`config.mk`:
```
export PLATFORM = sky130hd
export DESIGN_NAME = mcu_bus_ctrl_flat
export DESIGN_NICKNAME = d
export VERILOG_FILES = /design/src/rtl/mcu_bus_pkg.sv /design/src/rtl/mcu_bus_ctrl_if.sv /design/src/rtl/mcu_bus_decoder.sv /design/src/rtl/mcu_bus_ctrl.sv /design/src/flat_wrapper.sv
export SDC_FILE = /design/constraint.sdc
export NUM_CORES = 1
export LEC_CHECK = 0
export CORE_MARGIN = 4
export CORE_UTILIZATION = 26
export CTS_BUF_LIST = sky130_fd_sc_hd__clkbuf_8
export CTS_CLUSTER_DIAMETER = 100
export DETAILED_ROUTE_END_ITERATION = 6
export PLACE_DENSITY = 0.64
export SETUP_SLACK_MARGIN = 0.2
export SLEW_MARGIN = 10
export SYNTH_ARGS = -nofsm -noshare
export SYNTH_HDL_FRONTEND = slang
export SYNTH_SLANG_ARGS = --single-unit
```
`constraint.sdc`:
```
create_clock -name clk_i -period 3.45 [get_ports clk_i]
set_input_delay 0.69 -clock clk_i [delete_from_list [all_inputs] [get_ports clk_i]]
set_output_delay 0.69 -clock clk_i [all_outputs]
set_load 0.03 [all_outputs]
```
`src/rtl/mcu_bus_pkg.sv`:
```
// Shared types and constants for the MCU bus controller: FSM states,
// the default memory/LED/TTY address map and the timeout counter width.
package mcu_bus_pkg;

    typedef enum logic [1:0] {
        IDLE   = 2'd0,
        ACCESS = 2'd1,
        RESP   = 2'd2
    } state_t;

    localparam logic [31:0] MEM_BASE  = 32'h0000_0000;
    localparam logic [31:0] LB_BASE   = 32'hFF00_0000;
    localparam logic [31:0] TTY_BASE  = 32'hFF00_0004;
    localparam logic [31:0] TTY_LIMIT = 32'hFF00_0008;

    localparam int TIMEOUT_CNT_W = 8;

    // Width of a binary slave index; never narrower than one bit.
    function automatic int sel_width(input int n);
        return (n > 1) ? $clog2(n) : 1;
    endfunction

endpackage

```
`src/rtl/mcu_bus_ctrl_if.sv`:
```
// Bus bundle between the RV32I master, the bus controller and its slaves.
// Handshake: master holds m_req_i and fields until the one-cycle m_ready_o strobe; a slave holds nothing and answers the one-hot s_req_o with s_ack_i.
interface mcu_bus_ctrl_if #(
    parameter int NUM_SLAVES = 3,
    parameter int AW         = 32,
    parameter int DW         = 32
);
    import mcu_bus_pkg::*;

    logic                     m_req_i;
    logic [AW-1:0]            m_addr_i;
    logic                     m_we_i;
    logic [DW/8-1:0]          m_be_i;
    logic [DW-1:0]            m_wdata_i;
    logic                     m_ready_o;
    logic [DW-1:0]            m_rdata_o;
    logic                     m_err_o;

    logic [NUM_SLAVES-1:0]    s_req_o;
    logic [AW-1:0]            s_addr_o;
    logic                     s_we_o;
    logic [DW/8-1:0]          s_be_o;
    logic [DW-1:0]            s_wdata_o;
    logic [NUM_SLAVES*DW-1:0] s_rdata_i;
    logic [NUM_SLAVES-1:0]    s_ack_i;

    state_t                   dbg_state;

    modport ctrl (
        input  m_req_i, m_addr_i, m_we_i, m_be_i, m_wdata_i,
        output m_ready_o, m_rdata_o, m_err_o,
        output s_req_o, s_addr_o, s_we_o, s_be_o, s_wdata_o,
        input  s_rdata_i, s_ack_i,
        output dbg_state
    );

    modport master (
        output m_req_i, m_addr_i, m_we_i, m_be_i, m_wdata_i,
        input  m_ready_o, m_rdata_o, m_err_o
    );

    modport slave (
        input  s_req_o, s_addr_o, s_we_o, s_be_o, s_wdata_o,
        output s_rdata_i, s_ack_i
    );

endinterface

```
`src/rtl/mcu_bus_decoder.sv`:
```
// Combinational address decoder: matches an address against per-slave
// [base, limit) windows, lowest index winning on overlap.
module mcu_bus_decoder
    import mcu_bus_pkg::*;
#(
    parameter int                       NUM_SLAVES = 3,
    parameter int                       AW         = 32,
    parameter logic [NUM_SLAVES*AW-1:0] SLV_BASE   = {TTY_BASE, LB_BASE, MEM_BASE},
    parameter logic [NUM_SLAVES*AW-1:0] SLV_LIMIT  = {TTY_LIMIT, TTY_BASE, LB_BASE},
    localparam int                      SEL_W      = sel_width(NUM_SLAVES)
) (
    input  logic [AW-1:0]         addr_i,
    output logic [NUM_SLAVES-1:0] hit_o,
    output logic [SEL_W-1:0]      sel_o,
    output logic                  miss_o
);

    logic [NUM_SLAVES-1:0] raw_hit;

    always_comb begin
        raw_hit = '0;
        hit_o   = '0;
        sel_o   = '0;
        miss_o  = 1'b1;
        for (int i = 0; i < NUM_SLAVES; i++) begin
            raw_hit[i] = (addr_i >= SLV_BASE[i*AW +: AW]) &&
                         (addr_i <  SLV_LIMIT[i*AW +: AW]);
        end
        // Walk downwards so the lowest matching index is the one left standing.
        for (int i = NUM_SLAVES - 1; i >= 0; i--) begin
            if (raw_hit[i]) begin
                sel_o  = SEL_W'(i);
                miss_o = 1'b0;
            end
        end
        if (!miss_o) begin
            hit_o = NUM_SLAVES'(1) << sel_o;
        end
    end

endmodule

```
`src/rtl/mcu_bus_ctrl.sv`:
```
// Single-master, N-slave bus controller: decodes, forwards with req/ack,
// inserts wait states, times out silent slaves and registers the response.
module mcu_bus_ctrl
    import mcu_bus_pkg::*;
#(
    parameter int                       NUM_SLAVES  = 3,
    parameter int                       AW          = 32,
    parameter int                       DW          = 32,
    parameter logic [NUM_SLAVES*AW-1:0] SLV_BASE    = {TTY_BASE, LB_BASE, MEM_BASE},
    parameter logic [NUM_SLAVES*AW-1:0] SLV_LIMIT   = {TTY_LIMIT, TTY_BASE, LB_BASE},
    parameter int                       TIMEOUT_CYC = 15
) (
    input  logic          clk_i,
    input  logic          rst_i,
    mcu_bus_ctrl_if.ctrl  bus
);

    localparam int BW    = DW / 8;
    localparam int SEL_W = sel_width(NUM_SLAVES);
    localparam logic [TIMEOUT_CNT_W-1:0] TO_LIM = TIMEOUT_CNT_W'(TIMEOUT_CYC);

    state_t                   state_q, state_d;
    logic [AW-1:0]            addr_q, addr_d;
    logic                     we_q, we_d;
    logic [BW-1:0]            be_q, be_d;
    logic [DW-1:0]            wdata_q, wdata_d;
    logic [SEL_W-1:0]         sel_q, sel_d;
    logic [DW-1:0]            rdata_q, rdata_d;
    logic                     err_q, err_d;
    logic [TIMEOUT_CNT_W-1:0] cnt_q, cnt_d;

    logic [NUM_SLAVES-1:0]    dec_hit;
    logic [SEL_W-1:0]         dec_sel;
    logic                     dec_miss;

    mcu_bus_decoder #(
        .NUM_SLAVES (NUM_SLAVES),
        .AW         (AW),
        .SLV_BASE   (SLV_BASE),
        .SLV_LIMIT  (SLV_LIMIT)
    ) u_decoder (
        .addr_i (bus.m_addr_i),
        .hit_o  (dec_hit),
        .sel_o  (dec_sel),
        .miss_o (dec_miss)
    );

    always_comb begin
        state_d = state_q;
        addr_d  = addr_q;
        we_d    = we_q;
        be_d    = be_q;
        wdata_d = wdata_q;
        sel_d   = sel_q;
        rdata_d = rdata_q;
        err_d   = err_q;
        cnt_d   = cnt_q;
        case (state_q)
            IDLE: begin
                if (bus.m_req_i) begin
                    addr_d  = bus.m_addr_i;
                    we_d    = bus.m_we_i;
                    be_d    = bus.m_be_i;
                    wdata_d = bus.m_wdata_i;
                    sel_d   = dec_sel;
                    err_d   = dec_miss;
                    rdata_d = '0;
                    cnt_d   = '0;
                    state_d = (|dec_hit) ? ACCESS : RESP;
                end
            end
            ACCESS: begin
                // An ack in the final counted cycle still wins over the timeout.
                if (bus.s_ack_i[sel_q]) begin
                    rdata_d = we_q ? '0 : bus.s_rdata_i[int'(sel_q)*DW +: DW];
                    err_d   = 1'b0;
                    state_d = RESP;
                end else begin
                    cnt_d = cnt_q + 1'b1;
                    if (cnt_d == TO_LIM) begin
                        rdata_d = '0;
                        err_d   = 1'b1;
                        state_d = RESP;
                    end
                end
            end
            RESP: begin
                cnt_d   = '0;
                state_d = IDLE;
            end
            default: state_d = IDLE;
        endcase
    end

    always_ff @(posedge clk_i or posedge rst_i) begin
        if (rst_i) begin
            state_q <= IDLE;
            addr_q  <= '0;
            we_q    <= 1'b0;
            be_q    <= '0;
            wdata_q <= '0;
            sel_q   <= '0;
            rdata_q <= '0;
            err_q   <= 1'b0;
            cnt_q   <= '0;
        end else begin
            state_q <= state_d;
            addr_q  <= addr_d;
            we_q    <= we_d;
            be_q    <= be_d;
            wdata_q <= wdata_d;
            sel_q   <= sel_d;
            rdata_q <= rdata_d;
            err_q   <= err_d;
            cnt_q   <= cnt_d;
        end
    end

    // Request and strobe are decoded from state flops, so reset clears them at once.
    assign bus.s_req_o   = (state_q == ACCESS) ? (NUM_SLAVES'(1) << sel_q) : '0;
    assign bus.s_addr_o  = addr_q;
    assign bus.s_we_o    = we_q;
    assign bus.s_be_o    = be_q;
    assign bus.s_wdata_o = wdata_q;
    assign bus.m_ready_o = (state_q == RESP);
    assign bus.m_rdata_o = rdata_q;
    assign bus.m_err_o   = err_q;
    assign bus.dbg_state = state_q;

endmodule

```
`src/flat_wrapper.sv`:
```
// flat-port wrapper written by rule: the top's interface ports become plain ports
module mcu_bus_ctrl_flat import mcu_bus_pkg::*;
#(
    parameter int                       NUM_SLAVES  = 3,
    parameter int                       AW          = 32,
    parameter int                       DW          = 32,
    parameter logic [NUM_SLAVES*AW-1:0] SLV_BASE    = {TTY_BASE, LB_BASE, MEM_BASE},
    parameter logic [NUM_SLAVES*AW-1:0] SLV_LIMIT   = {TTY_LIMIT, TTY_BASE, LB_BASE},
    parameter int                       TIMEOUT_CYC = 15
)
  (clk_i, rst_i, bus_m_req_i, bus_m_addr_i, bus_m_we_i, bus_m_be_i, bus_m_wdata_i, bus_m_ready_o, bus_m_rdata_o, bus_m_err_o, bus_s_req_o, bus_s_addr_o, bus_s_we_o, bus_s_be_o, bus_s_wdata_o, bus_s_rdata_i, bus_s_ack_i, bus_dbg_state);
  mcu_bus_ctrl_if #(.NUM_SLAVES(NUM_SLAVES), .AW(AW), .DW(DW)) bus_i ();
  input  logic clk_i;
  input  logic rst_i;
  input wire logic [$bits(bus_i.m_req_i)-1:0] bus_m_req_i;
  input wire logic [$bits(bus_i.m_addr_i)-1:0] bus_m_addr_i;
  input wire logic [$bits(bus_i.m_we_i)-1:0] bus_m_we_i;
  input wire logic [$bits(bus_i.m_be_i)-1:0] bus_m_be_i;
  input wire logic [$bits(bus_i.m_wdata_i)-1:0] bus_m_wdata_i;
  output wire logic [$bits(bus_i.m_ready_o)-1:0] bus_m_ready_o;
  output wire logic [$bits(bus_i.m_rdata_o)-1:0] bus_m_rdata_o;
  output wire logic [$bits(bus_i.m_err_o)-1:0] bus_m_err_o;
  output wire logic [$bits(bus_i.s_req_o)-1:0] bus_s_req_o;
  output wire logic [$bits(bus_i.s_addr_o)-1:0] bus_s_addr_o;
  output wire logic [$bits(bus_i.s_we_o)-1:0] bus_s_we_o;
  output wire logic [$bits(bus_i.s_be_o)-1:0] bus_s_be_o;
  output wire logic [$bits(bus_i.s_wdata_o)-1:0] bus_s_wdata_o;
  input wire logic [$bits(bus_i.s_rdata_i)-1:0] bus_s_rdata_i;
  input wire logic [$bits(bus_i.s_ack_i)-1:0] bus_s_ack_i;
  output wire logic [$bits(bus_i.dbg_state)-1:0] bus_dbg_state;
  assign bus_i.m_req_i = bus_m_req_i;
  assign bus_i.m_addr_i = bus_m_addr_i;
  assign bus_i.m_we_i = bus_m_we_i;
  assign bus_i.m_be_i = bus_m_be_i;
  assign bus_i.m_wdata_i = bus_m_wdata_i;
  assign bus_m_ready_o = bus_i.m_ready_o;
  assign bus_m_rdata_o = bus_i.m_rdata_o;
  assign bus_m_err_o = bus_i.m_err_o;
  assign bus_s_req_o = bus_i.s_req_o;
  assign bus_s_addr_o = bus_i.s_addr_o;
  assign bus_s_we_o = bus_i.s_we_o;
  assign bus_s_be_o = bus_i.s_be_o;
  assign bus_s_wdata_o = bus_i.s_wdata_o;
  assign bus_i.s_rdata_i = bus_s_rdata_i;
  assign bus_i.s_ack_i = bus_s_ack_i;
  assign bus_dbg_state = bus_i.dbg_state;
  mcu_bus_ctrl #(.NUM_SLAVES(NUM_SLAVES), .AW(AW), .DW(DW), .SLV_BASE(SLV_BASE), .SLV_LIMIT(SLV_LIMIT), .TIMEOUT_CYC(TIMEOUT_CYC)) u_core (.clk_i(clk_i), .rst_i(rst_i), .bus(bus_i));
endmodule
```
==> results.toml <==
[place]
post-dp-hpwl_mm = 13.7
port_buffers = 278
finalWeightedCongestion = 0.759
place_area_um2 = 8320
dp_cells = 1088

[logic_synthesis]
synth_area_per_cell_um2 = 9.17
synth_seq_area_share_pct = 54.7
yosys_register_bits = 114
synthAdderAreaFrac_pct = 0.479
synth-compound-area-share_pct = 12.9
synth_top_family_by_area = "simple AND/OR/NAND/NOR gates"
synth_edf_count = 0
yosys_warnings = 0
async_reset_ff_share_pct = 100
netlist_top_cells_area = "dfrtp_1 (55%), nand2_1 (18%), mux2i_1 (6.3%)"
postSynthCellCount = 569
ys_top_cells_by_count = "nand2_1 (245), dfrtp_1 (114), o21ai_0 (35)"
yosys.area_share.simple_pct = 21.9
yosysTopAreaCell = "dfrtp_1"
synth_mux_area_share_pct = 6.33
ys_dominant_reg_cell = "dfrtp_1"
synth_xor_area_share_pct = 0.168
synth_top_area_share_pct = 54.7
ys_types = 45
yosysMostFrequentCell = "nand2_1"
netlist_area_um2 = 5220
syn_nets = 742

[floorplan]
die_x_um = 150
row_count = 51
io_pins = 279
core_um2 = 19600
dieHeight_um = 150
die_area_um2 = 22400
floorplan.initialDensity_pct = 26.6

[pwr]
leakage_nw = 3.81
powerDensity_nw_per_um2 = 818
finalPower_mw = 7.17
ir_drop_mv = 0.490

[sta]
drv_slew = 0
post-route-period-util_pct = 87.0
finClkSkew_ns = 0.0115
fmax_ghz = 0.333
setup_viol = 0
finalCriticalPeriod_ns = 3.00
final.setup.tns_ns = 0
relSlewSlack_pct = 48.7
whs_ns = 0.474
rsz0062_at_grt = "false"
hold_viol_final = 0
tightest_slew_ns = 0.765

[cts]
cts_tree = "yes"
clock_path_buffers = 2
cts.sinks = 114
clockRootBuffer = "clkbuf_8"
postCtsSetupBuffers = 0
clk_latency_ns = 0.43
cts_hold_buffers = 0
numCtsBuffers = 17
cts.clk_slew.worst_paths_ns = 0.07
ctsResizeCount = 0
h-tree-depth = 4

[route]
wl_per_cell_um = 16.2
initialDrtViolationCount = 153
post-route-drc-count = 0
totalWireLength_mm = 18.2
via_per_inst = 4.48
antenna_left = 0
vias = 5018
drt_pass1_iterations = 4

[cells_and_area]
drive_gt1_share_pct = 5.85
antenna_cells = 0
finalInstanceArea_um2 = 8760
area_growth_pct = 67.8
final_cells = 1120
num-fill-cells = 1904
fin_nets = 1015

[critical_path]
required_ns = 2.76
worstPathArrival_ns = 2.31
cp-start-kind = "register"
setup.worst_path.end_class = "output port"
crit_type = "register to output port"
path_max_fanout = 11

[hold_path]
hold_path.class = "register to register"

[global_routing]
grt_first_pass_wirelength_mm = 27.6
grt_pass1_vias = 5018
antenna_found_initial = 0
grt_max_degree = 62
grt-ovfl-total = 0
grt_use_total_pct = 15.8

[run]
drv_cap = 0

[status]
status = "finished, final reports clean"
[sequential cells by signal, indices dropped and copies added (netlist names)]
signal / cells
u_core.bus.m_rdata_o: 32
u_core.bus.s_addr_o: 32
u_core.bus.s_wdata_o: 32
u_core.cnt_q: 8
u_core.bus.s_be_o: 4
u_core.bus.dbg_state: 2
u_core.sel_q: 2
u_core.bus.m_err_o: 1
u_core.bus.s_we_o: 1
[metal layers]
metal	GRT usage (%)	share of wire (%)	vias up
met5	0	0	-
met3	8.00	13	24
met2	24.7	44	230
met4	5.54	2.4	0
li1	-	-	2458
met1	18.9	41	2306
[critical path, cell delays in order (launching register included)]
cell	delay, ns
dfrtp_1	0.58
nand2_1	0.24
nor3_1	0.30
clkdlybuf4s50_1	0.75
[layout by cell type (no fill, tap or decap), types with 2 or more instances in the layout]
master             n
clkdlybuf4s50_1  278
nand2_1          244
dfrtp_1          113
o21ai_0           35
mux2i_1           33
a22o_1            33
clkbuf_8          18
inv_1             11
buf_4              8
nor2_1             7
bufinv_16          5
nand3_1            4
a21oi_1            4
a31oi_1            4
nor3_1             4
o21ai_1            3
and3_1             3
nor4_1             3
clkinv_2           3
buf_12             3
nor2b_1            2
a41oi_1            2
o22ai_1            2
nand4_1            2
clkinvlp_4         2
ha_1               2
[final timing paths]
path | depth (start not counted) | end | from | slack (ns)
max | 3 | bus_s_req_o[2] | u_core.bus.dbg_state[0] | 0.45
min | 2 | u_core.bus.s_addr_o[30] | u_core.bus.s_addr_o[30] | 0.47
max reg2reg | 7 | u_core.bus.m_rdata_o[0] | u_core.cnt_q[0] | 0.99
min reg2reg | 2 | u_core.bus.s_addr_o[30] | u_core.bus.s_addr_o[30] | 0.47
max in group asynchronous | 3 | u_core.bus.m_rdata_o[13] | rst_i | 1.99
min in group asynchronous | 2 | u_core.bus.s_wdata_o[27] | rst_i | 0.64
[per-stage QoR]
step,setup slack [ns],util (%)
floorplan,0.988,-
global placement,0.689,42.4
detailed placement,0.705,42.4
CTS,0.404,44.7
global route,0.310,44.7
finish,0.447,44.7
[kinds of logic (layout without fill, tap and decap cells)]
| family | Yosys count | count (layout) |
|---|---|---|
| compound gates | 94 | 94 |
| xor+xnor | 1 | 1 |
| fa+ha+maj | 2 | 2 |
| buf+inv | 43 | 329 |
| flops | 114 | 114 |
| mux | 33 | 33 |
| simple gates | 282 | 282 |
[report_power, final]
part	switching [mW]	leakage [nW]	internal [mW]
registers	0.322	1.46	1.88
logic	2.10	2.11	1.45
clock network	0.552	0.237	0.866
total	2.97	3.81	4.20
[area by class of cell]
| cell class | count | area (um2) | share of cell area, % |
|---|---|---|---|
| tap | 265 | 332 | 3.79 |
| clock inverter | 14 | 196 | 2.24 |
| multi-input combinational | 412 | 2190 | 25.0 |
| timing repair buffer | 289 | 2900 | 33.1 |
| clock buffer | 18 | 248 | 2.83 |
| inverter | 8 | 33.8 | 0.386 |
| sequential | 114 | 2850 | 32.6 |
No activity file was read; power rests on OpenSTA's default activity.
